File: src/rtl/if_id_stage_pkg.sv
// Shared constants and types for the IF/ID stage: PC sizing, jump opcodes and FSM states.
package if_id_stage_pkg;

  localparam int unsigned PC_SIZE = 5;
  localparam int unsigned PC_W    = PC_SIZE + 1;

  localparam logic [5:0] OP_J   = 6'b000010;
  localparam logic [5:0] OP_JAL = 6'b000011;

  typedef enum logic [1:0] {
    ST_RUN    = 2'd0,
    ST_STALL  = 2'd1,
    ST_SQUASH = 2'd2
  } state_t;

  function automatic logic is_jump(input logic [31:0] instr);
    return (instr[31:26] == OP_J) || (instr[31:26] == OP_JAL);
  endfunction

endpackage

File: src/rtl/if_id_stage_hazard_detect.sv
// Load-use hazard compare between the load in ID/EX and the sources of the IF/ID instruction.
module if_id_stage_hazard_detect (
  input  logic       valid,
  input  logic       mem_read,
  input  logic [4:0] ex_rt,
  input  logic [4:0] rs,
  input  logic [4:0] rt,
  output logic       stall
);

  assign stall = valid & mem_read & (ex_rt != '0) & ((ex_rt == rs) | (ex_rt == rt));

endmodule

File: src/rtl/if_id_stage.sv
// IF/ID pipeline register: aligns BRAM output with its PC, early J/JAL redirect,
// load-use stall with a one-entry skid, and squash of wrong-path fetches.
module if_id_stage
  import if_id_stage_pkg::*;
#(
  parameter int unsigned PC_WIDTH    = PC_W,
  parameter int unsigned INSTR_WIDTH = 32
) (
  input  logic                   clock,
  input  logic                   reset_n,
  input  logic                   enable,
  input  logic [INSTR_WIDTH-1:0] instruc,
  input  logic [PC_WIDTH-1:0]    PC_current,
  input  logic                   branch_taken,
  input  logic                   id_ex_mem_read,
  input  logic [4:0]             id_ex_rt,
  output logic                   PC_write,
  output logic                   jump_sel,
  output logic [PC_WIDTH-1:0]    jump_address,
  output logic [INSTR_WIDTH-1:0] if_id_instr,
  output logic [PC_WIDTH-1:0]    if_id_pc_plus_1,
  output logic                   if_id_valid,
  output logic                   stall
);

  state_t                 state, state_d;
  logic [PC_WIDTH-1:0]    pc_d1;
  logic                   in_ok;
  logic                   skid_full;
  logic [INSTR_WIDTH-1:0] skid_instr;
  logic [PC_WIDTH-1:0]    skid_pc;

  logic [INSTR_WIDTH-1:0] cand_instr;
  logic [PC_WIDTH-1:0]    cand_pc;
  logic                   cand_valid;
  logic                   take_jump;

  if_id_stage_hazard_detect u_hazard (
    .valid    (if_id_valid),
    .mem_read (id_ex_mem_read),
    .ex_rt    (id_ex_rt),
    .rs       (if_id_instr[25:21]),
    .rt       (if_id_instr[20:16]),
    .stall    (stall)
  );

  // in_ok tracks the SQUASH state one edge early, so a squashed or post-reset
  // incoming word simply presents as invalid and the SQUASH cycle needs no special path.
  always_comb begin
    cand_instr = skid_full ? skid_instr : instruc;
    cand_pc    = skid_full ? skid_pc    : pc_d1;
    cand_valid = skid_full | in_ok;
    take_jump  = enable & ~branch_taken & ~stall & cand_valid & is_jump(cand_instr[31:0]);

    if (branch_taken)   state_d = ST_SQUASH;
    else if (stall)     state_d = ST_STALL;
    else if (take_jump) state_d = ST_SQUASH;
    else                state_d = ST_RUN;
  end

  assign PC_write     = ~stall;
  assign jump_sel     = take_jump;
  assign jump_address = take_jump ? cand_instr[PC_WIDTH-1:0] : '0;

  always_ff @(posedge clock or negedge reset_n) begin
    if (!reset_n) begin
      state           <= ST_RUN;
      pc_d1           <= '0;
      in_ok           <= 1'b0;
      skid_full       <= 1'b0;
      skid_instr      <= '0;
      skid_pc         <= '0;
      if_id_instr     <= '0;
      if_id_pc_plus_1 <= '0;
      if_id_valid     <= 1'b0;
    end else if (enable) begin
      state <= state_d;
      pc_d1 <= PC_current;
      in_ok <= (state_d != ST_SQUASH);
      if (branch_taken) begin
        if_id_valid <= 1'b0;
        skid_full   <= 1'b0;
      end else if (stall) begin
        // PC is held during the stall, so only the first incoming word needs saving.
        if (state != ST_STALL && in_ok && !skid_full) begin
          skid_full  <= 1'b1;
          skid_instr <= instruc;
          skid_pc    <= pc_d1;
        end
      end else begin
        if_id_valid <= cand_valid;
        skid_full   <= 1'b0;
        if (cand_valid) begin
          if_id_instr     <= cand_instr;
          if_id_pc_plus_1 <= cand_pc + {{(PC_WIDTH-1){1'b0}}, 1'b1};
        end
      end
    end
  end

endmodule

File: config.mk
export PLATFORM = sky130hd
export DESIGN_NAME = if_id_stage
export DESIGN_NICKNAME = d
export VERILOG_FILES = /design/src/rtl/if_id_stage_pkg.sv /design/src/rtl/if_id_stage_hazard_detect.sv /design/src/rtl/if_id_stage.sv
export SDC_FILE = /design/constraint.sdc
export NUM_CORES = 1
export LEC_CHECK = 0
export ABC_AREA = 1
export CELL_PAD_IN_SITES_DETAIL_PLACEMENT = 0
export CELL_PAD_IN_SITES_GLOBAL_PLACEMENT = 1
export CORE_ASPECT_RATIO = 0.7
export CORE_MARGIN = 10
export CORE_UTILIZATION = 40
export CTS_CLUSTER_DIAMETER = 50
export DETAILED_ROUTE_END_ITERATION = 8
export PLACE_DENSITY_LB_ADDON = 0.1
export SLEW_MARGIN = 15
export SYNTH_ARGS = -nofsm -noshare
export SYNTH_HDL_FRONTEND = slang
export SYNTH_SLANG_ARGS = --single-unit
File: constraint.sdc
create_clock -name clock -period 3.37 [get_ports clock]
set_clock_uncertainty 0.2 [all_clocks]
set_input_delay 0.337 -clock clock [delete_from_list [all_inputs] [get_ports clock]]
set_output_delay 0.337 -clock clock [all_outputs]
set_load 0.05 [all_outputs]
==> results.json <==
{
  "coreArea_um2": 9830,
  "antenna_found_initial": 2,
  "io_buffers": 95,
  "start_util": 0.417,
  "worst_pin_slew_ps": 584,
  "internal_power_mw": 2.10,
  "synth-seq-area-share": 0.531,
  "setup_viol": 0,
  "track_usage": 0.153,
  "syn_area_um2": 4100,
  "cts_resized": 0,
  "placed_cell_area_um2": 5230,
  "switching_share": 0.337,
  "netlist_instances": 481,
  "diodes": 0,
  "holdPathStages": 2,
  "io_pins": 96,
  "drc": 0,
  "layout.area.seq_um2": 2180,
  "gr-total-overflow": 0,
  "arrival_ps": 2290,
  "dr_wl_met2_um": 4960,
  "cts_sinks": 87,
  "fmax_mhz": 354,
  "r2r_slack_ps": 940,
  "grt_pass1_wl_um": 18500,
  "drive_above_1_share": 0.0885,
  "multi_input_area_um2": 1660,
  "synth_nets": 530,
  "vias": 3484,
  "slew_headroom": 0.611,
  "whs_ps": 264,
  "synth_ff_type": "dfrtp_1",
  "clock_latency_ps": 330,
  "totalWireLength_um": 11200,
  "synthDistinctLibCells": 28,
  "ff2ff_path_depth": 7,
  "post_cts_buffers": 0,
  "leakagePower_nw": 2.69,
  "wl_per_cell_um": 15.8,
  "rsz0062_at_grt": "no",
  "switchingPower_mw": 1.07,
  "fin_area_um2": 5530,
  "dieWidth_um": 141,
  "cp.required_ps": 2830,
  "first_global_vias": 3590,
  "grt_max_degree": 48,
  "startpoint_type": "flop",
  "cts_tree": "built",
  "synthArstFlopShare": 1.00,
  "area_delta_synth_final_pct": 35.1,
  "cp-end-kind": "output port",
  "cts_buffers": 9,
  "seq_power_share": 0.401,
  "synth_seq_cells": 87,
  "cts_root_buf": "clkbuf_16",
  "tns_ps": 0,
  "firstDrtPassIters": 4,
  "gp_congestion": 0.839,
  "nets": 621,
  "pwr-share-clk": 0.316,
  "ir_drop_v": 0.000248,
  "cp_max_fo": 10,
  "period_needed_ps": 2820,
  "cts_hold_buf": 1,
  "combPwrFrac": 0.283,
  "dr.first_iter.drc_count": 191,
  "fillers": 921,
  "period_share": 0.838,
  "yosysWarnings": 0,
  "power_density_nw_per_um2": 572,
  "finalHoldViolations": 0,
  "viasPerCell": 4.95,
  "dpl.hpwl_um": 7910,
  "worstSetupPathType": "reg2out",
  "wl_met1_um": 5250,
  "drv_slew": 0,
  "dr_wl_met3_um": 863,
  "finish.utilization": 0.563,
  "maxCapViolCount": 0,
  "ant_nets": 0,
  "die_h_um": 105,
  "top_layer": "met5",
  "finalPower_mw": 3.17,
  "avgSynthCellArea_um2": 8.52,
  "htreeDepth": 3,
  "status": "complete, no violations",
  "synth-edff-count": 0,
  "hold_class": "reg2reg",
  "cts.clk_slew.worst_paths_ps": 60,
  "die_area_um2": 14800,
  "num_rows": 30,
  "max-clock-path-buffers": 2
}
[cell usage after synthesis, drive strengths merged (2+ instances only)]
cell type | count | area (um^2)
clkinv | 2 | 7.51
buf | 21 | 143
o21ai | 45 | 225
xnor2 | 4 | 35.0
nand4 | 3 | 18.8
nand2 | 185 | 709
mux2i | 25 | 250
clkbuf | 4 | 20.0
nand3 | 51 | 260
nor2 | 17 | 66.3
or2 | 5 | 31.3
dfrtp | 87 | 2180
inv | 26 | 97.6
a21oi | 2 | 17.5
[per-stage QoR]
stage / cells / worst slack, ps
after floorplan: 481 / 789
after global placement: 688 / 601
after detailed placement: 688 / 576
after CTS: 704 / 502
after global routing: 704 / 295
final: 704 / 548
[logic make-up after synthesis]
logic type               after synthesis  share of synthesized area
AND/OR/NAND/NOR                      262                      0.267
flip-flops                            87                      0.531
buffers and inverters                 53                     0.0653
AO/OA/AOI/OAI                         48                     0.0611
multiplexers                          25                     0.0611
XOR/XNOR                               5                     0.0107
adder cells (fa/ha/maj)                1                    0.00305
[cell type report]
type                       instances  area share
inverter                          28      0.0190
clock buffer                      13      0.0470
sequential                        87       0.394
clock inverter                     2     0.00701
tap                              128      0.0289
timing repair buffer             105       0.204
multi-input combinational        341       0.300
[placed cells by master, fill, tap and decap left out, types with 2 or more instances in the layout]
master             n
buf_12            10
buf_4              8
clkbuf_1           2
clkbuf_16          9
clkbuf_8           2
clkdlybuf4s50_1   86
clkinv_1           2
dfrtp_1           86
inv_1             21
inv_2              5
mux2i_1           25
nand2_1          181
nand2_2            3
nand3_1           50
nand4_1            3
nor2_1            16
o21ai_0           41
o21ai_1            4
or2_2              5
xnor2_1            4
[registers in the layout, summed over array words and instances (netlist names)]
| register | cells |
|---|---|
| skid_full | 1 |
| if_id_valid | 1 |
| in_ok | 1 |
| pc_d1 | 6 |
| skid_pc | 6 |
| state | 2 |
| if_id_pc_plus_1 | 6 |
| if_id_instr | 32 |
| skid_instr | 32 |
[power groups by stage]
stage               Clock [mW]  Combinational, mW  Sequential (mW)
CTS                       1.03              0.908             1.27
finish                    1.00              0.895             1.27
detailed placement           0              0.906             1.29
global route              1.08              0.960             1.29
floorplan                    0              0.191             1.62
global placement             0              0.897             1.28
[critical path: stages, from the launching register on]
cell and delay, ps:
dfrtp_2 410, clkinv_1 280, o21ai_0 310, nand2_1 110, nor3_2 220, nand3_2 210, nor2_1 250, buf_12 170
[routing by layer]
layer,vias up,global-route usage
met5,-,0
met4,2,0.0360
met3,10,0.0624
met2,88,0.226
met1,1662,0.203
li1,1722,-
[path summary, 6_finish.rpt]
check / from / end
worst max-delay path: skid_full / jump_address[2]
worst min-delay path: skid_pc[0] / skid_pc[0]
worst max register to register: skid_full / if_id_instr[18]
worst min register to register: skid_pc[0] / skid_pc[0]
max in group asynchronous: reset_n / skid_instr[13]
min in group asynchronous: reset_n / if_id_instr[29]
Note: power is estimated with default switching activity, not from simulation.
==> patch 1: new RTL, same flow settings <==
Change the package constant `PC_SIZE` from 5 to 4.
--- a/src/rtl/if_id_stage_pkg.sv
+++ b/src/rtl/if_id_stage_pkg.sv
@@ -3,3 +3,3 @@
 
-  localparam int unsigned PC_SIZE = 5;
+  localparam int unsigned PC_SIZE = 4;
   localparam int unsigned PC_W    = PC_SIZE + 1;
Ports: changed (resized PC_current, if_id_pc_plus_1 and jump_address); port bits go from 96 to 93. No check against the original RTL was run, so the function may have changed too.
==> patch 1 against the original RTL <==
  * Critical path depth unchanged
  * Sequential share of layout area up 0.19 points
  * Area after synthesis down 3.8%
  * Sequential cell count down 3
  * Cell area down 3.9%
  * Worst setup slack worse by 0.24 ns
  * Routed wire length down 6.3%
  * Power down 2.8%
  * Count of clock-buffer cells in the layout down 4
  * Sequential power down 3%
  * First-iteration DRC count up 15%
==> patch 1: results (changes against the original RTL) <==
met3 Use GR=0.0598 (-0.00259); status=completed; max-slew headroom at the worst pin=0.485 (-0.125); Cell Count, Final, Fillers Out=683 (-3.0%); drt via density=4.84 (-2.1%); worst hold start=skid_instr[24]$_DFFE_PN0P_; Leak Pwr=2.57 nW (-4.6%); Synth Area in XOR/XNOR=0.0111 (+0.000417); Post-Synth Adder-Cell Area=0.00317 (+0.000119); sequential share of the synthesized area=0.533 (+0.00170); max incr delay on CP=0.61 ns (+0.20 ns); number of port buffers=92 (-3.2%); share of cells above drive strength 1=0.0865 (-0.00206); routed len/inst=15.3 µm (-3.4%); met2 WL=4.22 mm (-15%); M1 WL=5.31 mm (+1.2%); P_int=2.02 mW (-3.9%); critical-path maximum fanout=21 (+11); GRT met1 Usage=0.206 (+0.00328); cell count after synthesis=466 (-3.1%); Hold WS=0.269 ns (+0.00432 ns); Placed Cells=667 (-3.1%); R2R Setup Slk=1.10 ns (+0.16 ns); VDD IR max=0.000340 V (+37%); post-synthesis cell type count=23 (-18%); Initial DRC Count=219 (+15%); Hold Crit Endpoint=skid_instr[24]$_DFFE_PN0P_; DP Wirelength=7.24 mm (-8.5%); worst slack, placed=0.570 ns (-0.00538 ns); multiplexer share of the synthesized area=0.0558 (-0.00523); worst path arrival time=2.52 ns (+0.23 ns); first-pass GRT wire length=17.2 mm (-7.1%); complex-gate fraction of the synthesized area=0.0654 (+0.00429); Total GRT Usage=0.148 (-0.00425); Synth Net Count=514 (-3.0%); Placer Congestion=0.774 (-7.7%); top post-synthesis cells by count=nand2_1, dfrtp_1, nand3_1; met2 Resource Use GR=0.207 (-0.0186)
## patch 1: cell types whose count changed after synthesis, moves of 3 or more
cell	delta
nand2_1	-4
dfrtp_1	-3
mux2i_1	-3
o21ai_0	+5
buf_4	-3
nand4_1	-3
clkbuf_1	+4
nor2_1	-3
o21ai_1	-4
## patch 1: worst reg2reg max path, stage by stage (launching register included)
cell	delay, ns
dfrtp_2	0.61
inv_2	0.21
o21ai_0	0.29
nand2_1	0.09
nor3_1	0.38
nand3_1	0.23
nand2_1	0.11
nand2_1	0.05
## patch 1: repair_timing
action                                  CTS  global route
endpoints found under the hold margin     0            84
endpoints found under the setup margin    0             0
hold buffers                              0             1
## patch 1: how the worst max path moves through the flow
stage               slack, ns                          to
finish                   0.31             jump_address[3]
global route             0.11             jump_address[3]
CTS                      0.32             jump_address[3]
floorplan                0.80             jump_address[0]
detailed placement       0.57  skid_instr[21]$_DFFE_PN0P_
global placement         0.61             jump_address[4]
## patch 1: power by group through the flow
stage	registers [mW]	clock network, mW	logic [mW]
after CTS	1.23	0.993	0.889
after floorplan	1.59	0	0.189
final	1.23	0.969	0.877
after global routing	1.25	1.03	0.942
after detailed placement	1.25	0	0.887
after global placement	1.25	0	0.882
## patch 1: layout make-up
class / instances / area, µm²
repair buffers: 100 / 1080
multi-input cells: 328 / 1580
flip-flops and latches: 84 / 2100
fillers: 871 / 4330
inverters: 28 / 108
clock buffers: 9 / 225
well taps: 128 / 160
clock inverters: 6 / 66.3
## patch 1: stage by stage
step                      utilization  cell area [µm²]
final                           0.551             5320
after global routing            0.551             5320
after floorplan                     -             3940
after detailed placement        0.520             5010
after global placement          0.520             5010
after CTS                       0.550             5300
==> patch 2: new RTL, same flow settings <==
Made on the original files. Reset style: synchronous (`reset_n`), changed in one clocked block.
--- a/src/rtl/if_id_stage.sv
+++ b/src/rtl/if_id_stage.sv
@@ -64,3 +64,3 @@
 
-  always_ff @(posedge clock or negedge reset_n) begin
+  always_ff @(posedge clock) begin
     if (!reset_n) begin
Function: differs if reset_n is asserted again (counterexample within 4 cycles, from zero or initial values and one cycle with reset_n low); with reset_n held inactive, the same outputs for 4 cycles.
==> patch 2 against the original RTL <==
  * Worst setup slack gained 0.057 ns
  * Count of clock-buffer cells in the layout is 3 lower
  * Utilization down 0.24 points
  * Cell area down 0.81%
  * Sequential cell count unchanged
  * Routed wire length increased by 4.5%
  * Area after synthesis decreased by 0.82%
Power is not compared: it rests on default switching activity, and its combinational part moved more than twofold at a synthesized area within 25%.
==> patch 2: results (changes against the original RTL) <==
worst hold start=if_id_instr[9]$_SDFFE_PN0P_; Placer Congestion=0.846 (+0.77%); Routed WL=11.7 mm (+4.5%); Final nets=754 (+21%); vias in the first global route=3732 (+4.0%); vias=4051 (+16%); Post-DP Area=5200 µm² (-0.43%); Non-CTS buffers=106 (+0.95%); share of cells above drive strength 1=0.0678 (-0.0207); Total Power=~2.3 mW; Synth Net Count=674 (+27%); FF-to-FF path depth=9 (+2); max-slew headroom at the worst pin=0.430 (-0.181); worst slack, placed=0.617 ns (+0.0417 ns); Placed Cells=822 (+19%); first-pass GRT wire length=18.7 mm (+1.4%); Period minus WS final=2.77 ns (-0.0568 ns); worst reg2reg endpoint=skid_instr[25]$_SDFFE_PN0P_; status=completed; fillers=970 (+5.3%); Setup crit end=jump_address[0]; Slowest cell on crit path=dfxtp_1; largest net degree at the start of global routing=64 (+33%); Total GRT Usage=0.154 (+0.00150); top post-synthesis cells by count=nand2_1, nor2_1, dfxtp_1; average cell area after synthesis=6.50 µm² (-24%); Hold WS=0.262 ns (-0.00291 ns); Critical path origin=skid_full$_SDFFE_PN0P_; Initial DRC Count=256 (+34%); Multi-input comb cells=438 (+28%); max incr delay on CP=0.64 ns (+0.23 ns); post-synthesis cell type count=25 (-11%); fraction of area in registers=0.317 (-0.0763); drt via density=4.85 (-2.1%); Hold Crit Endpoint=if_id_instr[9]$_SDFFE_PN0P_; inverters=63 (+130%); Multi-input gate area=1910 µm² (+15%); top post-synthesis cells by area=dfxtp_1, nand2_1, nor2_1, nand3_1, a21oi_1; DP Wirelength=8.04 mm (+1.6%); worst path arrival time=2.23 ns (-0.06 ns); clock network area share=0.0522 (-0.00184)
==> patch 2: changes by cell type after synthesis, moves of 15 or more <==
cell,unedited run,this run
inv_1,21,53
a21oi_1,0,41
dfxtp_1,0,87
nor2_1,16,111
dfrtp_1,87,0
clkbuf_1,2,17
mux2i_1,25,7
==> patch 2: tightest hold or removal path: cells and delay by family (launching register included) <==
family           cells  cell delay (ns)
AO/OA/AOI/OAI        1             0.05
flip-flops           1             0.31
AND/OR/NAND/NOR      1             0.06
==> patch 2: layer usage <==
metal  vias to the layer above  GRT usage  share of wire
met3                         9     0.0543          0.072
met5                         -          0              0
met4                         0     0.0419         0.0092
met1                      1834      0.201           0.48
li1                       2100          -              -
met2                       108      0.234           0.44
==> patch 2: logic make-up after synthesis <==
kind of cell	share of synthesized area
AO/OA/AOI/OAI	0.101
XOR/XNOR	0.0108
adder cells (fa/ha/maj)	0.00308
buffers and inverters	0.103
flip-flops	0.429
multiplexers	0.0172
AND/OR/NAND/NOR	0.336
